===== src/rtl/connect4_game_ctrl_if.sv =====
// Button pulses in, board state out: links the debouncers, the game controller and vga_display.
interface connect4_game_ctrl_if;
    logic        BtnL;
    logic        BtnR;
    logic        BtnC;
    logic [41:0] board;
    logic [41:0] colors;
    logic [2:0]  selected_col;
    logic        player;
    logic        game_over;
    logic [1:0]  winner;

    modport master (
        output BtnL, BtnR, BtnC,
        input  board, colors, selected_col, player, game_over, winner
    );

    modport slave (
        input  BtnL, BtnR, BtnC,
        output board, colors, selected_col, player, game_over, winner
    );
endinterface


===== src/rtl/connect4_game_ctrl.sv =====
// Connect Four game-state engine: cursor, drop, 4-direction win check, turn change.
// Define CONNECT4_SKIP_FULL_EN to make the cursor skip over full columns.
module connect4_game_ctrl (
    input  logic                 Clk,
    input  logic                 Reset,
    connect4_game_ctrl_if.slave  bus
);
    typedef enum logic [1:0] {StIdle, StPlace, StCheck, StResolve} state_e;

    state_e      state_q, state_d;
    logic [41:0] board_q, board_d;
    logic [41:0] colors_q, colors_d;
    logic [2:0]  sel_q, sel_d;
    logic        player_q, player_d;
    logic        over_q, over_d;
    logic [1:0]  winner_q, winner_d;
    logic [5:0]  count_q, count_d;
    logic [2:0]  row_q, row_d;
    logic [2:0]  col_q, col_d;
    logic        pl_q, pl_d;
    logic [1:0]  dir_q, dir_d;
    logic        win_q, win_d;

    logic [2:0]  drop_row;
    logic        col_full;
    logic [5:0]  place_idx;
    logic [2:0]  line_len;
    int          step_r;
    int          step_c;

    function automatic logic own_cell(input logic [41:0] b, input logic [41:0] k,
                                      input int r, input int c, input logic p);
        logic [5:0] idx;
        idx = '0;
        if (r < 0 || r > 5 || c < 0 || c > 6) return 1'b0;
        idx = 6'(r * 7 + c);
        return b[idx] && (k[idx] == p);
    endfunction

    // Same-colour run starting one step away from (r,c), capped at 3.
    function automatic logic [1:0] run_len(input logic [41:0] b, input logic [41:0] k,
                                           input int r, input int c, input int dr,
                                           input int dc, input logic p);
        logic [1:0] n;
        logic       going;
        n     = '0;
        going = 1'b1;
        for (int s = 1; s <= 3; s++) begin
            if (going && own_cell(b, k, r + s * dr, c + s * dc, p)) n = n + 2'd1;
            else going = 1'b0;
        end
        return n;
    endfunction

`ifdef CONNECT4_SKIP_FULL_EN
    // Nearest column with an empty top cell, stepping left or right with wrap.
    function automatic logic [2:0] next_open(input logic [41:0] b, input logic [2:0] c,
                                             input logic left);
        logic [2:0] res;
        logic [2:0] cand;
        logic       found;
        res   = c;
        cand  = c;
        found = 1'b0;
        for (int s = 0; s < 6; s++) begin
            if (left) cand = (cand == 3'd0) ? 3'd6 : cand - 3'd1;
            else      cand = (cand == 3'd6) ? 3'd0 : cand + 3'd1;
            if (!found && !b[6'd35 + 6'(cand)]) begin
                res   = cand;
                found = 1'b1;
            end
        end
        return res;
    endfunction
`endif

    // Scanning top-down leaves the lowest empty row in drop_row.
    always_comb begin
        drop_row = 3'd0;
        col_full = 1'b1;
        for (int r = 5; r >= 0; r--) begin
            if (!board_q[6'(r * 7) + 6'(sel_q)]) begin
                drop_row = 3'(r);
                col_full = 1'b0;
            end
        end
    end

    assign place_idx = 6'(row_q) * 6'd7 + 6'(col_q);

    always_comb begin
        step_r = 0;
        step_c = 1;
        case (dir_q)
            2'd0:    begin step_r = 0; step_c = 1;  end
            2'd1:    begin step_r = 1; step_c = 0;  end
            2'd2:    begin step_r = 1; step_c = 1;  end
            default: begin step_r = 1; step_c = -1; end
        endcase
        line_len = 3'd1
                 + 3'(run_len(board_q, colors_q, int'(row_q), int'(col_q), step_r, step_c, pl_q))
                 + 3'(run_len(board_q, colors_q, int'(row_q), int'(col_q), -step_r, -step_c,
                              pl_q));
    end

    always_comb begin
        state_d  = state_q;
        board_d  = board_q;
        colors_d = colors_q;
        sel_d    = sel_q;
        player_d = player_q;
        over_d   = over_q;
        winner_d = winner_q;
        count_d  = count_q;
        row_d    = row_q;
        col_d    = col_q;
        pl_d     = pl_q;
        dir_d    = dir_q;
        win_d    = win_q;

        case (state_q)
            StIdle: begin
                if (!over_q) begin
                    if (bus.BtnC) begin
                        if (!col_full) begin
                            row_d   = drop_row;
                            col_d   = sel_q;
                            pl_d    = player_q;
                            state_d = StPlace;
                        end
                    end else if (bus.BtnL && !bus.BtnR) begin
`ifdef CONNECT4_SKIP_FULL_EN
                        sel_d = next_open(board_q, sel_q, 1'b1);
`else
                        sel_d = (sel_q == 3'd0) ? 3'd6 : sel_q - 3'd1;
`endif
                    end else if (bus.BtnR && !bus.BtnL) begin
`ifdef CONNECT4_SKIP_FULL_EN
                        sel_d = next_open(board_q, sel_q, 1'b0);
`else
                        sel_d = (sel_q == 3'd6) ? 3'd0 : sel_q + 3'd1;
`endif
                    end
                end
            end
            StPlace: begin
                board_d[place_idx]  = 1'b1;
                colors_d[place_idx] = pl_q;
                count_d             = count_q + 6'd1;
                dir_d               = 2'd0;
                state_d             = StCheck;
            end
            StCheck: begin
                if (line_len >= 3'd4) win_d = 1'b1;
                dir_d = dir_q + 2'd1;
                if (dir_q == 2'd3) state_d = StResolve;
            end
            StResolve: begin
                // A win on the last empty cell still counts as a win, not a draw.
                if (win_q) begin
                    over_d   = 1'b1;
                    winner_d = pl_q ? 2'b10 : 2'b01;
                end else if (count_q == 6'd42) begin
                    over_d   = 1'b1;
                    winner_d = 2'b11;
                end else begin
                    player_d = ~player_q;
`ifdef CONNECT4_SKIP_FULL_EN
                    if (board_q[6'd35 + 6'(sel_q)]) sel_d = next_open(board_q, sel_q, 1'b0);
`endif
                end
                win_d   = 1'b0;
                state_d = StIdle;
            end
            default: state_d = StIdle;
        endcase
    end

    always_ff @(posedge Clk) begin
        if (Reset) begin
            state_q  <= StIdle;
            board_q  <= '0;
            colors_q <= '0;
            sel_q    <= 3'd3;
            player_q <= 1'b0;
            over_q   <= 1'b0;
            winner_q <= 2'b00;
            count_q  <= '0;
            row_q    <= '0;
            col_q    <= '0;
            pl_q     <= 1'b0;
            dir_q    <= '0;
            win_q    <= 1'b0;
        end else begin
            state_q  <= state_d;
            board_q  <= board_d;
            colors_q <= colors_d;
            sel_q    <= sel_d;
            player_q <= player_d;
            over_q   <= over_d;
            winner_q <= winner_d;
            count_q  <= count_d;
            row_q    <= row_d;
            col_q    <= col_d;
            pl_q     <= pl_d;
            dir_q    <= dir_d;
            win_q    <= win_d;
        end
    end

    assign bus.board        = board_q;
    assign bus.colors       = colors_q;
    assign bus.selected_col = sel_q;
    assign bus.player       = player_q;
    assign bus.game_over    = over_q;
    assign bus.winner       = winner_q;
endmodule

===== src/flat_wrapper.sv =====
// flat-port wrapper written by rule: the top's interface ports become plain ports
module connect4_game_ctrl_flat 
  (Clk, Reset, bus_BtnL, bus_BtnR, bus_BtnC, bus_board, bus_colors, bus_selected_col, bus_player, bus_game_over, bus_winner);
  connect4_game_ctrl_if bus_i ();
  input  logic Clk;
  input  logic Reset;
  input wire logic [$bits(bus_i.BtnL)-1:0] bus_BtnL;
  input wire logic [$bits(bus_i.BtnR)-1:0] bus_BtnR;
  input wire logic [$bits(bus_i.BtnC)-1:0] bus_BtnC;
  output wire logic [$bits(bus_i.board)-1:0] bus_board;
  output wire logic [$bits(bus_i.colors)-1:0] bus_colors;
  output wire logic [$bits(bus_i.selected_col)-1:0] bus_selected_col;
  output wire logic [$bits(bus_i.player)-1:0] bus_player;
  output wire logic [$bits(bus_i.game_over)-1:0] bus_game_over;
  output wire logic [$bits(bus_i.winner)-1:0] bus_winner;
  assign bus_i.BtnL = bus_BtnL;
  assign bus_i.BtnR = bus_BtnR;
  assign bus_i.BtnC = bus_BtnC;
  assign bus_board = bus_i.board;
  assign bus_colors = bus_i.colors;
  assign bus_selected_col = bus_i.selected_col;
  assign bus_player = bus_i.player;
  assign bus_game_over = bus_i.game_over;
  assign bus_winner = bus_i.winner;
  connect4_game_ctrl u_core (.Clk(Clk), .Reset(Reset), .bus(bus_i));
endmodule

===== config.mk =====
export PLATFORM = sky130hd
export DESIGN_NAME = connect4_game_ctrl_flat
export DESIGN_NICKNAME = d
export VERILOG_FILES = /design/src/rtl/connect4_game_ctrl_if.sv /design/src/rtl/connect4_game_ctrl.sv /design/src/flat_wrapper.sv
export SDC_FILE = /design/constraint.sdc
export NUM_CORES = 1
export LEC_CHECK = 0
export CORE_ASPECT_RATIO = 1.2
export CORE_MARGIN = 5
export CORE_UTILIZATION = 62
export DETAILED_ROUTE_END_ITERATION = 8
export PLACE_DENSITY = 0.83
export SKIP_LAST_GASP = 1
export SYNTH_ARGS = -nofsm -noshare
export SYNTH_HDL_FRONTEND = slang
export SYNTH_SLANG_ARGS = --single-unit

===== constraint.sdc =====
create_clock -name Clk -period 9.6 [get_ports Clk]
set_input_delay 1.44 -clock Clk [delete_from_list [all_inputs] [get_ports Clk]]
set_output_delay 1.44 -clock Clk [all_outputs]
set_load 0.005 [all_outputs]

==> run_results.csv, run 1 <==
group,metric,value,unit
setup_path,crit_start,"u_core.dir_q[0]",
detailed_routing,drt-initial-drc-count,1596,
setup_path,critPathRequiredTime,9880,ps
floorplan,die_x,145,um
yosys,yosysWarnings,0,
layout,area_growth,10.6,%
timing,tns,0,ps
yosys,syn_avg_cell_area,9.28,um^2
layout,mostFrequentLayoutCell,"ha_1",
yosys,synth.area.top_cells,"mux4_2 18%, ha_1 16%, dfxtp_1 16%",
yosys,netlist.area_leader.share,18.1,%
layout,fin_cells,1785,
cts,cts.clk_slew.worst_paths,100,ps
setup_path,crit_path_frequent_cell,"ha_1",
timing,fin_worst_skew,16.9,ps
yosys,synth_top_cell_by_area,"mux4_2",
cts,numCtsBuffers,9,
yosys,ys_async_sr_fraction,0,%
yosys,synthXorXnorAreaFrac,4.32,%
cts,ctsResizeCount,0,
yosys,ys_types,75,
detailed_routing,drc,0,
detailed_routing,wl_met2,19.5,mm
floorplan,die_y,172,um
global_routing,grt-ovfl-total,0,
yosys,synth_flop_cell,"dfxtp_1",
setup_path,arrival,7810,ps
detailed_routing,post_drt_wl_per_cell,23.1,um
cts,cts_sinks,109,
yosys,synth_area,13600,um^2
job,cap_viol_max_count,0,
floorplan,start_util,62.7,%
detailed_routing,drtAntennaViolNets,0,
timing,rsz0062_at_grt,"false",
placement,place_congestion,0.971,
setup_path,slowest_stage,"xor2_1",
cts,postCtsSetupRepairBufs,0,
power_and_ir_drop,peakVddDrop,0.170,mV
global_routing,grt_max_degree,91,
detailed_routing,firstDrtPassIters,5,
yosys,ys_seq_area_share,16.1,%
cts,clk_path_buf_depth,2,
detailed_routing,routed.top_layer,"met4",
setup_path,crit_type,"reg2reg",
floorplan,ios,96,
min_path,min_path_type,"reg2reg",
yosys,synth_compound_area_share,11.8,%
detailed_routing,detail_route.vias_per_cell,6.84,
yosys,synth_mux_area_share,22.6,%
timing,finalCriticalPeriod,7530,ps
setup_path,worstSetupEndpointType,"register",
setup_path,critical_path.top_delay_family,"adder cells",
global_routing,grt_pass1_vias,12000,
power_and_ir_drop,power_per_cell_area,181,nW/um^2
placement,portBuffers,95,
detailed_routing,wl,41.3,mm
global_routing,grt_antenna_before_repair,0,
placement,placed_cells,1769,
cts,h-tree-depth,3,
yosys,syn_inst,1461,
setup_path,cp-start-kind,"register",
timing,min_period_over_period,78.4,%
layout,nets,1735,
layout,drive_gt1_share,11.3,%
timing,timing.fmax,0.133,GHz
min_path,hold_path.startpoint,"u_core.count_q[5]",
yosys,synthSimpleGateAreaFrac,15.6,%
cts,clock_latency,380,ps
detailed_routing,wl_met1,15.0,mm
yosys,synth_edf_count,0,
cts,hold_buffers,0,
timing,drv_slew,0,
global_routing,grt_pass1_wl,65.3,mm
setup_path,path_cells,"inv_1 -> ha_1 -> inv_1 -> buf_4 -> ha_1 -> ha_1 -> inv_1 -> fa_1 -> ha_1 -> fa_1 -> fa_1 -> ha_1 -> xor2_1 -> mux4_2 -> mux4_2 -> mux2_2 -> o221ai_1 -> a32oi_1 -> nand3b_1 -> o211ai_1 -> a32o_1",
floorplan,coreArea,21600,um^2
timing,holdWs,511,ps
timing,relSlewSlack,13.6,%
detailed_routing,vias,12200,
setup_path,path_buf_inv,4,
yosys,ys_ff_latch,109,
power_and_ir_drop,leakagePower,6.13,nW
placement,place_hpwl,30.8,mm
layout,final_cell_mix,"176 x ha_1, 148 x nand2_1, 141 x a21oi_1",
timing,hold_viol_final,0,
yosys,synth_nets,1690,
timing,worst_slew_pin_slew,1290,ps
cts,cts-root-buf,"clkbuf_16",
timing,setup_viol,0,
yosys,synth_top_family_by_area,"adder cells",
floorplan,die_area,24900,um^2
layout,n_antenna_cell,0,
global_routing,grt.total_usage,32.6,%
setup_path,r2r-start,"u_core.dir_q[0]",
setup_path,cp_slowest_stage_delay,930,ps
yosys,yosys.area_share.adder,23.3,%
floorplan,rows,59,
run_status,status,"finished clean",
cts,cts_tree,"yes",
setup_path,cp_max_fo,26,
detailed_routing,dr_wl_met3,3.96,mm
worst reg2reg max path, cell delays in order (launching register included):
cell and delay [ps]:
dfxtp_1 480, inv_1 210, ha_1 300, inv_1 70
buf_4 300, ha_1 340, ha_1 310, inv_1 80
fa_1 580, ha_1 280, fa_1 500, fa_1 500
ha_1 370, xor2_1 930, mux4_2 610, mux4_2 490
mux2_2 280, o221ai_1 190, a32oi_1 120, nand3b_1 130
o211ai_1 90, a32o_1 270
cells by family (layout without fill, tap and decap cells):
family	count (synthesis)	in the layout
AND/OR/NAND/NOR	445	445
AO/OA/AOI/OAI	264	264
adder cells (fa/ha/maj)	224	224
buffers and inverters	205	255
multiplexers	156	156
flip-flops	109	109
XOR/XNOR	58	58
path summary, 6_finish.rpt:
| kind | end | slack, ps | cells after the start |
|---|---|---|---|
| max | u_core.win_q | 2070 | 21 |
| min | u_core.count_q[5] | 510 | 2 |
| max reg2reg | u_core.win_q | 2070 | 21 |
| min reg2reg | u_core.count_q[5] | 510 | 2 |
stage by stage:
stage | area (um^2) | setup WS (ps) | util (%) | total power [W]
2_1_floorplan | 13600 | 2800 | - | 0.00190
5_1_grt | 15000 | 1720 | 69.3 | 0.00288
4_1_cts | 15000 | 2220 | 69.3 | 0.00268
3_3_place_gp | 14700 | 2430 | 67.8 | 0.00220
3_5_place_dp | 14700 | 2270 | 67.8 | 0.00225
6_report | 15000 | 2070 | 69.3 | 0.00272
synth_stat cells, types with 18 or more instances:
library cell and count:
mux2i_1 32, nor3_1 23, dfxtp_1 109, xor2_1 22
o21ai_0 23, mux4_2 109, nand3_1 68, inv_1 127
fa_1 47, a211oi_1 18, xnor2_1 29, a21oi_1 141
nand2_1 148, clkbuf_1 50, ha_1 177, nor2_1 100
where the power goes:
group | internal (W) | switching, W | leakage [nW]
clock network | 0.000195 | 0.000231 | 0.156
logic | 0.000739 | 0.00105 | 5.10
registers | 0.000469 | 0.0000376 | 0.880
sequential cells by signal (all words and copies together) (netlist names), 2 cells and up:
name                     count
u_core.bus.board            42
u_core.bus.colors           42
u_core.count_q               6
u_core.bus.selected_col      3
u_core.col_q                 3
u_core.row_q                 3
u_core.bus.winner            2
u_core.dir_q                 2
u_core.state_q               2
per-layer routing:
layer / vias up / track usage, %
li1: 5411 / -
met1: 5765 / 39.7
met2: 820 / 54.7
met3: 216 / 6.06
met4: 0 / 18.6
met5: - / 0
final cells by class:
| cell class | instances | area [um^2] |
|---|---|---|
| Clock buffer | 9 | 225 |
| Clock inverter | 7 | 96.3 |
| Fill cell | 1638 | 6640 |
| Inverter | 128 | 480 |
| Multi-Input combinational cell | 1147 | 10600 |
| Sequential cell | 109 | 2180 |
| Tap cell | 274 | 343 |
| Timing Repair Buffer | 111 | 1070 |
(Power assumes the default switching activity.)
==> inputs of run 2 (changes only) <==
==> constraint.sdc (replaced) <==
create_clock -name Clk -period 7.1 [get_ports Clk]
set_input_delay 1.065 -clock Clk [delete_from_list [all_inputs] [get_ports Clk]]
set_output_delay 1.065 -clock Clk [all_outputs]
set_load 0.005 [all_outputs]
==> run_results.csv, run 2 (synthesis results as in run 1) <==
group,metric,value,unit
run_status,status,"finished clean",
power_and_ir_drop,comb_power_share,66.0,%
cts,cts.clk_slew.worst_paths,90,ps
setup_path,cp-start-kind,"register",
setup_path,slowest_stage,"fa_1",
floorplan,coreArea,21600,um^2
timing,relSlewSlack,10.3,%
placement,place_hpwl,30.6,mm
layout,final_cell_mix,"175 x ha_1, 148 x nand2_1, 141 x a21oi_1",
setup_path,cp_slowest_stage_delay,540,ps
setup_path,crit_type,"reg2reg",
timing,fin_worst_skew,9.50,ps
cts,cts_sinks,109,
cts,cts_tree,"yes",
setup_path,arrival,7060,ps
timing,drv_slew,0,
timing,min_period_over_period,94.9,%
layout,mostFrequentLayoutCell,"ha_1",
global_routing,grt_max_degree,108,
setup_path,worstSetupEndpointType,"register",
placement,portBuffers,95,
timing,hold_viol_final,0,
layout,drive_gt1_share,11.8,%
floorplan,die_y,172,um
floorplan,die_x,145,um
global_routing,use_met3,4.48,%
timing,rsz0062_at_grt,"false",
cts,clk_path_buf_depth,2,
detailed_routing,drtAntennaViolNets,0,
setup_path,crit_path_frequent_cell,"inv_1",
power_and_ir_drop,leakagePower,6.15,nW
power_and_ir_drop,p_sw,0.00176,W
detailed_routing,drt-initial-drc-count,1220,
power_and_ir_drop,clockPowerShare,15.7,%
timing,setup_viol,0,
cts,clock_latency,380,ps
detailed_routing,drc,0,
global_routing,grtUsageMet2,52.7,%
global_routing,grt_util_met1,39.8,%
global_routing,grt_pass1_vias,11800,
layout,fill_cells,1574,
power_and_ir_drop,p_int,0.00192,W
power_and_ir_drop,power_per_cell_area,245,nW/um^2
timing,finalCriticalPeriod,6740,ps
detailed_routing,detail_route.vias_per_cell,6.73,
placement,place_congestion,1.01,
detailed_routing,vias,12000,
timing,timing.fmax,0.148,GHz
cts,numCtsBuffers,9,
layout,area_growth,10.8,%
detailed_routing,wl,40.6,mm
setup_path,critPathRequiredTime,7430,ps
timing,worst_slew_pin_slew,1340,ps
detailed_routing,firstDrtPassIters,5,
detailed_routing,post_drt_wl_per_cell,22.7,um
global_routing,gr-max-usage-layer,"met2",
layout,n_antenna_cell,0,
placement,post-place-ws,246,ps
job,cap_viol_max_count,0,
global_routing,grt-ovfl-total,0,
power_and_ir_drop,switching_share,47.9,%
floorplan,rows,59,
floorplan,die_area,24900,um^2
setup_path,cp_max_fo,7,
global_routing,grt_antenna_before_repair,0,
timing,tns,0,ps
global_routing,grt.total_usage,32.0,%
cts,hold_buffers,0,
power_and_ir_drop,peakVddDrop,0.238,mV
global_routing,grt_pass1_wl,64.1,mm
power_and_ir_drop,seqPwrFrac,18.3,%
layout,nets,1739,
cts,cts-root-buf,"clkbuf_16",
floorplan,ios,96,
cts,h-tree-depth,3,
floorplan,start_util,62.7,%
timing,fin_ws,365,ps
min_path,min_path_type,"reg2reg",
[run 2: cell type report]
class	instances	area, um^2	area share [%]
Sequential cell	109	2180	14.5
Multi-Input combinational cell	1147	10600	70.5
Clock inverter	7	96.3	0.641
Inverter	128	480	3.20
Timing Repair Buffer	115	1100	7.31
Clock buffer	9	225	1.50
Tap cell	274	343	2.28
[run 2: power groups by stage]
stage                     registers (W)  clock network [W]  logic, W
after CTS                      0.000672           0.000574   0.00240
final                          0.000674           0.000579   0.00243
after global placement         0.000685                  0   0.00232
after detailed placement       0.000686                  0   0.00237
after global routing           0.000676           0.000602   0.00264
after floorplan                0.000674                  0   0.00190
[run 2: what timing repair did]
| action | in CTS | in global routing |
|---|---|---|
| setup endpoints to repair | 0 | 1 |
| setup buffers | 0 | 0 |
| gates resized for setup | 0 | 4 |
[run 2: final timing paths]
kind	startpoint	to	slack, ps	cells after the start
worst max-delay path	u_core.dir_q[0]	u_core.win_q	360	28
worst min-delay path	u_core.count_q[5]	u_core.count_q[5]	510	2
worst max register to register	u_core.dir_q[0]	u_core.win_q	360	28
worst min register to register	u_core.count_q[5]	u_core.count_q[5]	510	2
[run 2: per-layer routing]
layer | routed length, um | share of wire (%) | vias to the layer above
met1 | 15400 | 38 | 5741
met4 | 3070 | 7.6 | 0
li1 | - | - | 5418
met3 | 3090 | 7.6 | 172
met2 | 19100 | 47 | 710
met5 | 0 | 0 | -
[run 2: metrics by stage]
step | power, W | utilization (%) | cell area, um^2 | hold slack (ps) | cells
2_1_floorplan | 0.00257 | - | 13600 | 458 | 1461
3_3_place_gp | 0.00300 | 67.9 | 14700 | 475 | 1773
3_5_place_dp | 0.00306 | 67.9 | 14700 | 490 | 1773
4_1_cts | 0.00365 | 69.4 | 15000 | 504 | 1789
5_1_grt | 0.00392 | 69.5 | 15000 | 548 | 1789
6_report | 0.00368 | 69.5 | 15000 | 506 | 1789
[run 2: critical path: cells and delay by family (launching register included)]
kind,cells,cell delay [ps]
multiplexers,2,690
flip-flops,1,490
adder cells (fa/ha/maj),9,3210
AND/OR/NAND/NOR,5,810
AO/OA/AOI/OAI,4,700
buffers and inverters,8,770
==> inputs of run 3 (changes only) <==
--- a/config.mk
+++ b/config.mk
@@ -5,9 +5,12 @@
 export SDC_FILE = /design/constraint.sdc
 export NUM_CORES = 1
 export LEC_CHECK = 0
+export CELL_PAD_IN_SITES_DETAIL_PLACEMENT = 1
+export CELL_PAD_IN_SITES_GLOBAL_PLACEMENT = 2
 export CORE_ASPECT_RATIO = 1.2
 export CORE_MARGIN = 5
-export CORE_UTILIZATION = 62
+export CORE_UTILIZATION = 39
+export CTS_CLUSTER_SIZE = 30
 export DETAILED_ROUTE_END_ITERATION = 8
 export PLACE_DENSITY = 0.83
 export SKIP_LAST_GASP = 1
==> run_results.csv, run 3 (synthesis results as in run 1) <==
group,metric,value,unit
cts,hold_buffers,0,
detailed_routing,drtAntennaViolNets,0,
layout,final_cell_mix,"175 x ha_1, 148 x nand2_1, 141 x a21oi_1",
timing,holdWs,519,ps
layout,nets,1756,
setup_path,worstSetupEndpointType,"register",
cts,cts_sinks,109,
timing,finalCriticalPeriod,6770,ps
setup_path,r2r-start,"u_core.dir_q[0]",
detailed_routing,post_drt_wl_per_cell,23.9,um
timing,worst_slew_pin_slew,1110,ps
timing,rsz0062_at_grt,"false",
detailed_routing,firstDrtPassIters,5,
detailed_routing,drc,0,
timing,fin_worst_skew,13.0,ps
timing,hold_viol_final,0,
setup_path,cp_max_fo,25,
placement,portBuffers,95,
power_and_ir_drop,leakagePower,6.24,nW
setup_path,cp-start-kind,"register",
timing,timing.fmax,0.148,GHz
floorplan,die_y,214,um
floorplan,rows,74,
power_and_ir_drop,peakVddDrop,0.179,mV
detailed_routing,vias,11900,
cts,clk_path_buf_depth,2,
layout,mostFrequentLayoutCell,"ha_1",
setup_path,cp_slowest_stage_delay,590,ps
layout,drive_gt1_share,12.9,%
layout,n_antenna_cell,0,
setup_path,r2r_cells,22,
global_routing,grt-ovfl-total,0,
setup_path,crit_type,"reg2reg",
floorplan,coreArea,34200,um^2
timing,min_period_over_period,95.3,%
layout,area_growth,13.5,%
global_routing,grt_pass1_vias,12600,
global_routing,grt.total_usage,24.3,%
setup_path,crit_end,"u_core.win_q",
cts,numCtsBuffers,9,
cts,h-tree-depth,3,
global_routing,grt_pass1_wl,74.4,mm
setup_path,rrSetupSlack,330,ps
cts,cts_tree,"yes",
timing,setup_viol,0,
setup_path,arrival,7060,ps
placement,place_hpwl,37.2,mm
floorplan,die_x,180,um
timing,relSlewSlack,26.1,%
run_status,status,"finished clean",
job,cap_viol_max_count,0,
cts,postCtsSetupRepairBufs,0,
min_path,min_path_type,"reg2reg",
timing,drv_slew,0,
placement,place_congestion,0.973,
setup_path,path_cells,"inv_1 -> ha_1 -> inv_1 -> buf_6 -> ha_2 -> ha_1 -> inv_1 -> fa_1 -> ha_1 -> fa_1 -> fa_1 -> ha_1 -> xor2_1 -> buf_4 -> mux4_2 -> mux4_2 -> mux2_2 -> o221ai_1 -> a32oi_1 -> nand3b_1 -> o211ai_1 -> a32o_1",
detailed_routing,drt-initial-drc-count,826,
cts,cts-root-buf,"clkbuf_16",
floorplan,ios,96,
detailed_routing,wl,47.6,mm
cts,cts.clk_slew.worst_paths,100,ps
power_and_ir_drop,power_per_cell_area,246,nW/um^2
setup_path,crit_path_frequent_cell,"ha_1",
layout,fin_cells,1988,
setup_path,rr_endpoint,"u_core.win_q",
setup_path,slowest_stage,"fa_1",
placement,placed_cells,1972,
cts,clock_latency,390,ps
global_routing,grt_antenna_before_repair,0,
global_routing,grt_max_degree,87,
setup_path,critPathRequiredTime,7390,ps
detailed_routing,detail_route.vias_per_cell,6.00,
floorplan,die_area,38600,um^2
setup_path,crit_start,"u_core.dir_q[0]",
floorplan,start_util,39.7,%
timing,tns,0,ps
layout,fill_cells,3898,
-- run 3: worst min path at each step --
stage,startpoint,endpoint,depth (start not counted)
CTS,u_core.count_q[5],u_core.count_q[5],2
global route,u_core.count_q[5],u_core.count_q[5],2
floorplan,u_core.count_q[5],u_core.count_q[5],2
finish,u_core.count_q[5],u_core.count_q[5],2
global placement,u_core.count_q[5],u_core.count_q[5],2
detailed placement,u_core.count_q[5],u_core.count_q[5],2
-- run 3: critical path, delay by kind of cell (launching register included) --
| kind | cells | cell delay (ps) |
|---|---|---|
| adder cells (fa/ha/maj) | 8 | 3160 |
| multiplexers | 3 | 1270 |
| AO/OA/AOI/OAI | 4 | 760 |
| buffers and inverters | 5 | 730 |
| flip-flops | 1 | 410 |
| XOR/XNOR | 1 | 180 |
| AND/OR/NAND/NOR | 1 | 130 |
-- run 3: cell type report --
cell class              count  area, um^2  area share, %
clock buffers               9         225           1.46
clock inverters             7        96.3          0.626
inverters                 128         480           3.12
multi-input cells        1147       10600           68.9
flip-flops and latches    109        2180           14.2
well taps                 456         571           3.71
repair buffers            132        1230           7.99
-- run 3: routing by layer --
layer  vias up  GRT usage (%)  part of all wire, %  wire length [um]
li1       5441              -                    -                 -
met1      6018           30.2                   42             19800
met2       364           42.2                   50             23700
met3       107           3.05                  3.9              1870
met4         0           10.6                  4.7              2240
met5         -              0                    0                 0
-- run 3: power breakdown --
group / internal (W) / total, W / switching (W)
Sequential: 0.000634 / 0.000678 / 0.0000436
Combinational: 0.00105 / 0.00252 / 0.00146
Clock: 0.000263 / 0.000591 / 0.000327
Total: 0.00195 / 0.00378 / 0.00184
-- run 3: timing repair --
item / CTS / global route
endpoints found under the hold margin: 0 / 0
resized for setup: 0 / 7
endpoints found under the setup margin: 0 / 1
-- run 3: through the flow --
step           util (%)  power [W]  instance area [um^2]  setup WS [ps]
2_1_floorplan         -    0.00257                 13600            300
3_3_place_gp       44.0    0.00313                 15000            339
3_5_place_dp       44.0    0.00318                 15000            186
4_1_cts            44.9    0.00379                 15400            120
5_1_grt            45.0    0.00405                 15400           65.9
6_report           45.0    0.00378                 15400            334
